$ cat src/rtl/cache_controller.sv
// cache_controller: sequencing FSM for a direct-mapped cache array.
// Accepts one CPU word request at a time and splits the word address into
// tag/index/offset. On a hit it does a single array access. On a miss it
// writes back a dirty victim if needed, fetches the block from memory,
// installs it, and then replays the lookup.
//
// Ports:
//   clk, rst_n          clock (rising edge), asynchronous active-low reset
//   cpu_*               CPU request/response interface (one outstanding request)
//   tag/index/...       latched request fields and array enables, to the array
//   hit ... done_cache  status and data returned by the array
//   mem_*               block-wide req/ack memory port (fill data goes straight
//                       from memory into the array)
module cache_controller #(
  parameter int TAG_WIDTH    = 6,
  parameter int INDEX_WIDTH  = 4,
  parameter int OFFSET_WIDTH = 2,
  parameter int WORD_SIZE    = 32,
  parameter int BLOCK_SIZE   = WORD_SIZE << OFFSET_WIDTH,
  parameter int ADDR_WIDTH   = TAG_WIDTH + INDEX_WIDTH + OFFSET_WIDTH,
  parameter int MEM_TIMEOUT  = 255
) (
  input  logic                    clk,
  input  logic                    rst_n,
  input  logic                    cpu_req_valid,
  input  logic                    cpu_req_type,
  input  logic [ADDR_WIDTH-1:0]   cpu_addr,
  input  logic [WORD_SIZE-1:0]    cpu_wdata,
  output logic                    cpu_ready,
  output logic                    cpu_resp_valid,
  output logic [WORD_SIZE-1:0]    cpu_rdata,
  output logic                    cpu_err,
  output logic [TAG_WIDTH-1:0]    tag,
  output logic [INDEX_WIDTH-1:0]  index,
  output logic [OFFSET_WIDTH-1:0] blk_offset,
  output logic                    req_type,
  output logic                    read_en_cache,
  output logic                    write_en_cache,
  output logic                    refill,
  output logic [WORD_SIZE-1:0]    data_in,
  input  logic                    hit,
  input  logic                    dirty_bit,
  input  logic [TAG_WIDTH-1:0]    victim_tag,
  input  logic [WORD_SIZE-1:0]    data_out,
  input  logic [BLOCK_SIZE-1:0]   dirty_block_out,
  input  logic                    done_cache,
  output logic                    mem_req,
  output logic                    mem_we,
  output logic [ADDR_WIDTH-1:0]   mem_addr,
  output logic [BLOCK_SIZE-1:0]   mem_wdata,
  input  logic                    mem_ack
);

  localparam int CNT_W = $clog2(MEM_TIMEOUT + 1);
  localparam logic [CNT_W-1:0] TMO = CNT_W'(MEM_TIMEOUT);

  typedef enum logic [2:0] {
    S_IDLE, S_COMPARE, S_ACCESS, S_WB_CAPTURE,
    S_WRITEBACK, S_FILL, S_REFILL, S_RESP
  } state_t;

  state_t                  state_q, state_d;
  logic [TAG_WIDTH-1:0]    tag_q, tag_d;
  logic [INDEX_WIDTH-1:0]  index_q, index_d;
  logic [OFFSET_WIDTH-1:0] off_q, off_d;
  logic                    type_q, type_d;
  logic [WORD_SIZE-1:0]    wdata_q, wdata_d;
  logic [TAG_WIDTH-1:0]    vtag_q, vtag_d;
  logic [BLOCK_SIZE-1:0]   wb_buf_q, wb_buf_d;
  logic [CNT_W-1:0]        cnt_q, cnt_d;
  logic [CNT_W-1:0]        cnt_inc;
  logic [WORD_SIZE-1:0]    rdata_q, rdata_d;
  logic                    err_q, err_d;

  assign cnt_inc = cnt_q + 1'b1;

  always_comb begin
    state_d  = state_q;
    tag_d    = tag_q;
    index_d  = index_q;
    off_d    = off_q;
    type_d   = type_q;
    wdata_d  = wdata_q;
    vtag_d   = vtag_q;
    wb_buf_d = wb_buf_q;
    cnt_d    = cnt_q;
    rdata_d  = rdata_q;
    err_d    = err_q;
    case (state_q)
      S_IDLE: begin
        if (cpu_req_valid) begin
          {tag_d, index_d, off_d} = cpu_addr;
          type_d  = cpu_req_type;
          wdata_d = cpu_wdata;
          rdata_d = '0;
          err_d   = 1'b0;
          state_d = S_COMPARE;
        end
      end
      S_COMPARE: begin
        if (hit) begin
          state_d = S_ACCESS;
        end else if (dirty_bit) begin
          vtag_d  = victim_tag;
          state_d = S_WB_CAPTURE;
        end else begin
          cnt_d   = '0;
          state_d = S_FILL;
        end
      end
      S_ACCESS: begin
        if (done_cache) begin
          rdata_d = type_q ? '0 : data_out;
          state_d = S_RESP;
        end
      end
      S_WB_CAPTURE: begin
        // Victim block is presented by the array one cycle after read_en_cache.
        wb_buf_d = dirty_block_out;
        cnt_d    = '0;
        state_d  = S_WRITEBACK;
      end
      S_WRITEBACK, S_FILL: begin
        // An ack in the same cycle the counter would hit the limit still wins.
        if (mem_ack) begin
          cnt_d   = '0;
          state_d = (state_q == S_WRITEBACK) ? S_FILL : S_REFILL;
        end else if (cnt_inc == TMO) begin
          cnt_d   = cnt_inc;
          rdata_d = '0;
          err_d   = 1'b1;
          state_d = S_RESP;
        end else begin
          cnt_d = cnt_inc;
        end
      end
      // The line is installed at this edge; the replayed lookup now hits.
      S_REFILL: state_d = S_COMPARE;
      S_RESP:   state_d = S_IDLE;
      default:  state_d = S_IDLE;
    endcase
  end

  always_ff @(posedge clk or negedge rst_n) begin
    if (!rst_n) begin
      state_q  <= S_IDLE;
      tag_q    <= '0;
      index_q  <= '0;
      off_q    <= '0;
      type_q   <= 1'b0;
      wdata_q  <= '0;
      vtag_q   <= '0;
      wb_buf_q <= '0;
      cnt_q    <= '0;
      rdata_q  <= '0;
      err_q    <= 1'b0;
    end else begin
      state_q  <= state_d;
      tag_q    <= tag_d;
      index_q  <= index_d;
      off_q    <= off_d;
      type_q   <= type_d;
      wdata_q  <= wdata_d;
      vtag_q   <= vtag_d;
      wb_buf_q <= wb_buf_d;
      cnt_q    <= cnt_d;
      rdata_q  <= rdata_d;
      err_q    <= err_d;
    end
  end

  assign cpu_ready      = (state_q == S_IDLE);
  assign cpu_resp_valid = (state_q == S_RESP);
  assign cpu_rdata      = rdata_q;
  assign cpu_err        = err_q;

  assign tag        = tag_q;
  assign index      = index_q;
  assign blk_offset = off_q;
  assign req_type   = type_q;
  assign data_in    = wdata_q;

  // Enables decode straight from state so each is a single-cycle pulse.
  assign read_en_cache  = (state_q == S_COMPARE) && ((hit && !type_q) || (!hit && dirty_bit));
  assign write_en_cache = ((state_q == S_COMPARE) && hit && type_q) || (state_q == S_REFILL);
  assign refill         = (state_q == S_REFILL);

  // Memory port decodes from state, so reset drops mem_req immediately.
  assign mem_req   = (state_q == S_WRITEBACK) || (state_q == S_FILL);
  assign mem_we    = (state_q == S_WRITEBACK);
  assign mem_addr  = (state_q == S_WRITEBACK) ? {vtag_q, index_q, {OFFSET_WIDTH{1'b0}}} :
                     (state_q == S_FILL)      ? {tag_q,  index_q, {OFFSET_WIDTH{1'b0}}} : '0;
  assign mem_wdata = (state_q == S_WRITEBACK) ? wb_buf_q : '0;

endmodule

$ cat config.mk
export PLATFORM = sky130hd
export DESIGN_NAME = cache_controller
export DESIGN_NICKNAME = d
export VERILOG_FILES = /design/src/rtl/cache_controller.sv
export SDC_FILE = /design/constraint.sdc
export NUM_CORES = 1
export LEC_CHECK = 0
export BUFFER_PORTS_ARGS = -buffer_cell sky130_fd_sc_hd__buf_2
export CAP_MARGIN = 15
export CORE_AREA = 4 4 172 174
export DETAILED_ROUTE_END_ITERATION = 16
export DIE_AREA = 0 0 176 178
export GPL_TIMING_DRIVEN = 0
export PLACE_DENSITY = 0.75
export SYNTH_ARGS = -nofsm -noshare
export SYNTH_HDL_FRONTEND = slang
export SYNTH_SLANG_ARGS = --single-unit
export TNS_END_PERCENT = 30
$ cat constraint.sdc
create_clock -name clk -period 3.65 [get_ports clk]
set_input_delay 0.73 -clock clk [delete_from_list [all_inputs] [get_ports clk]]
set_output_delay 0.73 -clock clk [all_outputs]
set_load 0.01 [all_outputs]
==> results.cfg, run 1 <==
[synth]
yosysTopAreaCell = sky130_fd_sc_hd__dfrtp_1
number_of_flops_mapped_to_enable_cells_by_yosys = 0
synth_top_cell_area_share_pct = 56.7
synth_most_common_cell = sky130_fd_sc_hd__dfrtp_1
seq_area_frac_synth_pct = 56.7
asyncSetResetFlopFracSynth_pct = 100
unique_cell_type_count_in_the_yosys_netlist = 44
synthesis.area_per_instance_um2 = 12.9
synth_seq_cells = 223
synth.area.top_cells = sky130_fd_sc_hd__dfrtp_1, sky130_fd_sc_hd__mux2_2, sky130_fd_sc_hd__and2_1
postSynthCellCount = 761
synth_top_cells_by_count = sky130_fd_sc_hd__dfrtp_1, sky130_fd_sc_hd__mux2_2, sky130_fd_sc_hd__and2_1, sky130_fd_sc_hd__a21oi_1, sky130_fd_sc_hd__a22oi_1
synthesis.area_mm2 = 0.00983
ys_dominant_reg_cell = sky130_fd_sc_hd__dfrtp_1
ys_warn_count = 0

[routing]
drtAntennaViolNets = 0
num_vias = 7752
post-route-drc-count = 0
via_per_inst = 4.78
post_drt_wl_per_cell_um = 18.1
drt_pass1_iterations = 4
wirelength_um = 29400
first_iter_violations = 397

[timing]
final-setup-viol-count = 0
finalClockSkew_ns = 0.0175
fin_crit_ns = 3.37
grt_setup_unrepaired = no
timing.fmax_mhz = 297
slew_viol_final = 0
layout_setup_ws_ns = 0.281
period_share_pct = 92.3
worstMarginPinSlew_ns = 0.829
report.final.hold_viol_count = 0
timing.max_slew.rel_slack_pct = 44.8

[placed_design]
gp_congestion = 0.836
placedCellCount = 1581
numPortBuffers = 440
dp_worst_slack_ns = 0.388
detailed_place_hpwl_um = 22700

[pwr]
p_per_area_mw_per_mm2 = 831
net_switching_power_uw = 3780
comb_power_share_pct = 40.0
internal_power_uw = 7260
total_design_power_uw = 11000
cell_leakage_power_uw = 0.00674
p_sw_share_pct = 34.2
seq_power_share_pct = 39.0
power_frac_clock_pct = 21.0
max_rail_drop_vdd_mv = 0.521

[setup_path]
r2r-start = cnt_q[0]$_DFFE_PN0P_
required_ns = 2.92
regToRegEndpoint = cpu_rdata[21]$_DFFE_PN0P_
worst-r2r-setup-slack_ns = 1.53
worstPathArrival_ns = 2.64
worst_case_reg_to_reg_path_depth = 6
worstSetupStartpointType = register
cp_max_fo = 10
crit_type = register to output port
critPathCaptureType = output port

[outcome]
run_status = completed

[grt]
overflow = 0
global_route_usage_sum_pct = 17.9
grt_first_pass_wirelength_um = 44800
antenna_violations_before_repair = 0
grt_start_max_net_pins = 120
vias_in_the_first_global_route = 8300

[clock_tree]
sink_count = 223
buffers_from_clock_root_to_sink_at_most = 3
clock_latency_ns = 0.52
postCtsSetupBuffers = 0
clock_h_tree_levels = 1
clock_tree.root_cell = sky130_fd_sc_hd__clkbuf_16
cts_buffers = 24
tritoncts = done
path_clk_slew_ns = 0.06

[hold_path]
min_path_type = input port to asynchronous set/reset pin

[floorplan]
std_cell_rows = 61
initial_core_util_pct = 35.4
boundaryPins = 443
core_region_area_mm2 = 0.0278
chip_height_um = 178
die_area_mm2 = 0.0313
floorplan.die.width_um = 176

[layout]
layout-area-overhead-vs-synth_pct = 35.2
layout-drive-gt1-share_pct = 56.4
fin_util_pct = 47.9
final-instance-count-excl-fill = 1622
n_antenna_cell = 0
nNetsFinal = 1448

[job]
drv.max_cap_violation_count = 0
[cell families after synthesis]
kind of cell	synth area share (%)
other	0.0381
muxes	21.2
AOI/OAI and AO/OA	6.92
and+or+nand+nor	11.2
buffers and inverters	3.55
xor gates and xnor gates	0.0891
DFF	56.7
adders and majority gates	0.254
[power groups by stage]
stage	Combinational (uW)	Clock, uW	Sequential [uW]
after detailed placement	4500	0	4320
after floorplan	2610	0	4370
final	4420	2320	4310
after CTS	4510	2370	4310
after global routing	4850	2490	4460
after global placement	4390	0	4270
[layer usage]
metal	track usage, %	wire, um
met4	5.20	839
met3	4.96	2490
met5	0	0
met2	32.8	15000
met1	20.3	11000
[sequential cells by signal (all words and copies together) (netlist names)]
signal,flops
wb_buf_q,128
cpu_rdata,32
data_in,32
cnt_q,8
tag,6
vtag_q,6
index,4
state_q,3
blk_offset,2
cpu_err,1
req_type,1
[worst max-delay path: stages (launching register included)]
cell and delay, ns:
sky130_fd_sc_hd__dfrtp_1 0.43, sky130_fd_sc_hd__nand2b_1 0.15, sky130_fd_sc_hd__buf_2 0.19, sky130_fd_sc_hd__nor2_1 0.28
sky130_fd_sc_hd__buf_2 0.34, sky130_fd_sc_hd__clkbuf_1 0.38, sky130_fd_sc_hd__and2_1 0.19, sky130_fd_sc_hd__buf_2 0.14
[layout make-up]
cell class | instances | area, um2
fill | 2548 | 14500
sequential | 223 | 5580
multi-input combinational | 477 | 3910
timing repair buffer | 441 | 2240
clock buffer | 35 | 692
tap | 378 | 473
buffer | 57 | 334
clock inverter | 7 | 51.3
inverter | 4 | 15.0
[through the flow]
step / cell area [um2] / TNS [ns] / hold slack (ns)
global placement: 12500 / -441.99 / 0.465
detailed placement: 12600 / 0 / 0.470
CTS: 13300 / 0 / 0.252
finish: 13300 / 0 / 0.205
floorplan: 9840 / 0 / 0.434
global route: 13300 / 0 / 0.273
[worst max-delay path by stage]
| stage | from | end | slack (ns) | depth (start not counted) |
|---|---|---|---|---|
| after global placement | rst_n | wb_buf_q[50]$_DFFE_PN0P_ | -2.02 | 1 |
| after global routing | state_q[1]$_DFFE_PN0P_ | mem_wdata[9] | 0.001 | 7 |
| final | state_q[1]$_DFFE_PN0P_ | mem_wdata[9] | 0.28 | 7 |
| after floorplan | state_q[1]$_DFFE_PN0P_ | mem_wdata[108] | 1.49 | 6 |
| after CTS | state_q[1]$_DFFE_PN0P_ | mem_wdata[109] | 0.02 | 7 |
| after detailed placement | state_q[1]$_DFFE_PN0P_ | mem_wdata[109] | 0.39 | 7 |
[layout by cell type (no fill, tap or decap), drive strengths merged, types with 2 or more instances in the layout]
cell type	instances
a22oi	32
clkinvlp	2
mux2	180
or3b	2
and2	135
clkbuf	55
nand4b	2
mux2i	6
o21ai	15
nand2	7
conb	2
nor2b	2
dfrtp	223
and3	3
ha	2
buf	478
nor2	14
o31ai	7
clkinv	5
nand2b	2
nor3	3
a21oi	38
nand3	6
inv	4
nand3b	3
a211oi	2
[timing repair]
action | 4_1_cts | 5_1_grt
resized for setup | 1 | 4
hold buffers | 0 | 0
endpoints found under the setup margin | 10 | 23
(Power assumes the default switching activity.)
==> inputs of run 2 (changes only) <==
Settings changed: ABC_AREA set to 1.
==> results.cfg, run 2 <==
[timing]
timing.max_slew.rel_slack_pct = 34.7
slew_viol_final = 0
grt_setup_unrepaired = no
worstMarginPinSlew_ns = 0.980
finalClockSkew_ns = 0.0163
final-setup-viol-count = 0
total_negative_setup_slacks_ns = 0
fin_crit_ns = 3.26
report.final.hold_viol_count = 0
timing.fmax_mhz = 306
period_share_pct = 89.4

[clock_tree]
clock_latency_ns = 0.52
clock_h_tree_levels = 1
clock_tree.root_cell = sky130_fd_sc_hd__clkbuf_16
postCtsSetupBuffers = 0
tritoncts = done
cts_hold_buffers = 0
buffers_from_clock_root_to_sink_at_most = 3
cts_resized = 0
sink_count = 223
path_clk_slew_ns = 0.06
cts_buffers = 25

[synth]
synth_top_cells_by_count = sky130_fd_sc_hd__nor2_1, sky130_fd_sc_hd__dfrtp_1, sky130_fd_sc_hd__inv_1, sky130_fd_sc_hd__a21oi_1, sky130_fd_sc_hd__nand2_1
synthesis.area_per_instance_um2 = 9.14
ys_warn_count = 0
postSynthCellCount = 1077
synth.area.top_cells = sky130_fd_sc_hd__dfrtp_1, sky130_fd_sc_hd__nor2_1, sky130_fd_sc_hd__a21oi_1
unique_cell_type_count_in_the_yosys_netlist = 37
synth_top_cell_area_share_pct = 56.7
seq_area_frac_synth_pct = 56.7
yosysTopAreaCell = sky130_fd_sc_hd__dfrtp_1
ys_dominant_reg_cell = sky130_fd_sc_hd__dfrtp_1
asyncSetResetFlopFracSynth_pct = 100
synthesis.area_mm2 = 0.00984
synth_most_common_cell = sky130_fd_sc_hd__nor2_1
number_of_flops_mapped_to_enable_cells_by_yosys = 0
synth_seq_cells = 223

[grt]
grt_start_max_net_pins = 113
antenna_violations_before_repair = 1
globalRouteMet3Util_pct = 4.28
overflow = 0
grt_util_met1_pct = 23.6
vias_in_the_first_global_route = 9126
busiest_layer = met2
gr-usage-met2_pct = 34.0
grt_first_pass_wirelength_um = 48400
global_route_usage_sum_pct = 19.2

[layout]
largest_register_ff_count = 128
max_flop_register = wb_buf_q
layout-drive-gt1-share_pct = 40.5
nNetsFinal = 1766
most_frequent_standard_cell_in_the_layout_excluding_fill_and_tap_cells = sky130_fd_sc_hd__buf_2
layout_common_cells = sky130_fd_sc_hd__buf_2, sky130_fd_sc_hd__nor2_1, sky130_fd_sc_hd__dfrtp_1
layout-area-overhead-vs-synth_pct = 35.4

[pwr]
total_design_power_uw = 11500
cell_leakage_power_uw = 0.00752
max_rail_drop_vdd_mv = 0.515
p_per_area_mw_per_mm2 = 863

[routing]
num_vias = 8825
first_iter_violations = 432
drt_pass1_iterations = 5
drtAntennaViolNets = 0
via_per_inst = 4.54
post_drt_wl_per_cell_um = 16.1
post-route-drc-count = 0
wirelength_um = 31200

[setup_path]
cp_cell_sequence = inv_2 -> nor3_4 -> inv_2 -> clkbuf_1 -> buf_2 -> nor2_1 -> buf_2
timing.critical_path.slowest_cell_delay_ns = 0.48
worstPathArrival_ns = 2.53
cp_slowest_cell = sky130_fd_sc_hd__dfrtp_1
cp_max_fo = 10
required_ns = 2.92
crit_type = register to output port
critPathCaptureType = output port
worstSetupStartpointType = register

[outcome]
run_status = completed

[floorplan]
chip_height_um = 178
die_area_mm2 = 0.0313
boundaryPins = 443
std_cell_rows = 61
initial_core_util_pct = 35.4
floorplan.die.width_um = 176
core_region_area_mm2 = 0.0278

[job]
drv.max_cap_violation_count = 0

[hold_path]
min_path_type = input port to asynchronous set/reset pin

[placed_design]
gp_congestion = 0.936
detailed_place_hpwl_um = 24000
numPortBuffers = 440
[run 2: changes by cell type after synthesis, sizes merged, moves of 32 or more]
| cell | before | now |
|---|---|---|
| a21oi | 38 | 136 |
| a22oi | 32 | 0 |
| and2 | 135 | 0 |
| inv | 4 | 160 |
| mux2 | 180 | 47 |
| nand2 | 7 | 100 |
| nor2 | 14 | 278 |
[run 2: logic make-up after synthesis]
family                     after synthesis  synth area share, %
other                                    1               0.0381
buffers and inverters                  219                 9.32
and+or+nand+nor                        394                 16.6
muxes                                   47                 5.61
xor gates and xnor gates                 1               0.0890
adders and majority gates                2                0.254
AOI/OAI and AO/OA                      190                 11.3
DFF                                    223                 56.7
[run 2: worst paths after layout]
| kind | start | endpoint | slack (ns) | cells after the start |
|---|---|---|---|---|
| worst max-delay path | state_q[2]$_DFFE_PN0P_ | mem_wdata[114] | 0.39 | 7 |
| worst min-delay path | rst_n | cpu_rdata[15]$_DFFE_PN0P_ | 0.26 | 1 |
| worst max register to register | state_q[0]$_DFFE_PN0P_ | wb_buf_q[8]$_DFFE_PN0P_ | 1.29 | 6 |
| worst min register to register | cpu_err$_DFFE_PN0P_ | cpu_err$_DFFE_PN0P_ | 0.48 | 2 |
| max in group asynchronous | rst_n | data_in[8]$_DFFE_PN0P_ | 2.36 | 2 |
| min in group clk | victim_tag[0] | vtag_q[0]$_DFFE_PN0P_ | 0.44 | 2 |
[run 2: report_power, final]
group / switching, uW / internal (uW)
Clock: 995 / 1390
Sequential: 442 / 3590
Combinational: 3180 / 1910
Total: 4620 / 6880
[run 2: per-layer routing]
| layer | share of wire [%] | wire (um) | vias up |
|---|---|---|---|
| li1 | - | - | 4251 |
| met2 | 50 | 15700 | 355 |
| met5 | 0 | 0 | - |
| met4 | 2.2 | 678 | 0 |
| met3 | 7.7 | 2410 | 49 |
| met1 | 40 | 12400 | 4170 |
[run 2: critical path: cells and delay by family, from the launching register on]
| family | cells | cell delay [ns] |
|---|---|---|
| buf+inv | 5 | 1.03 |
| simple gates | 2 | 0.50 |
| flops | 1 | 0.48 |
[run 2: cell type report]
class,instances,area [um2]
multi-input combinational,636,3350
tap,378,473
clock inverter,8,67.6
sequential,223,5580
clock buffer,36,697
fill,2721,14500
buffer,59,317
timing repair buffer,441,2240
inverter,160,601
antenna,1,2.50
[run 2: through the flow]
step                hold WS, ns  std cells  area [um2]  utilization [%]  setup slack (ns)
detailed placement        0.462       1897       12600             45.2             0.873
finish                    0.261       1942       13300             48.0             0.386
global placement          0.460       1896       12500             45.1             -2.02
floorplan                 0.434       1078        9840                -              1.53
CTS                       0.302       1941       13300             47.9             0.308
global route              0.320       1942       13300             48.0             0.191
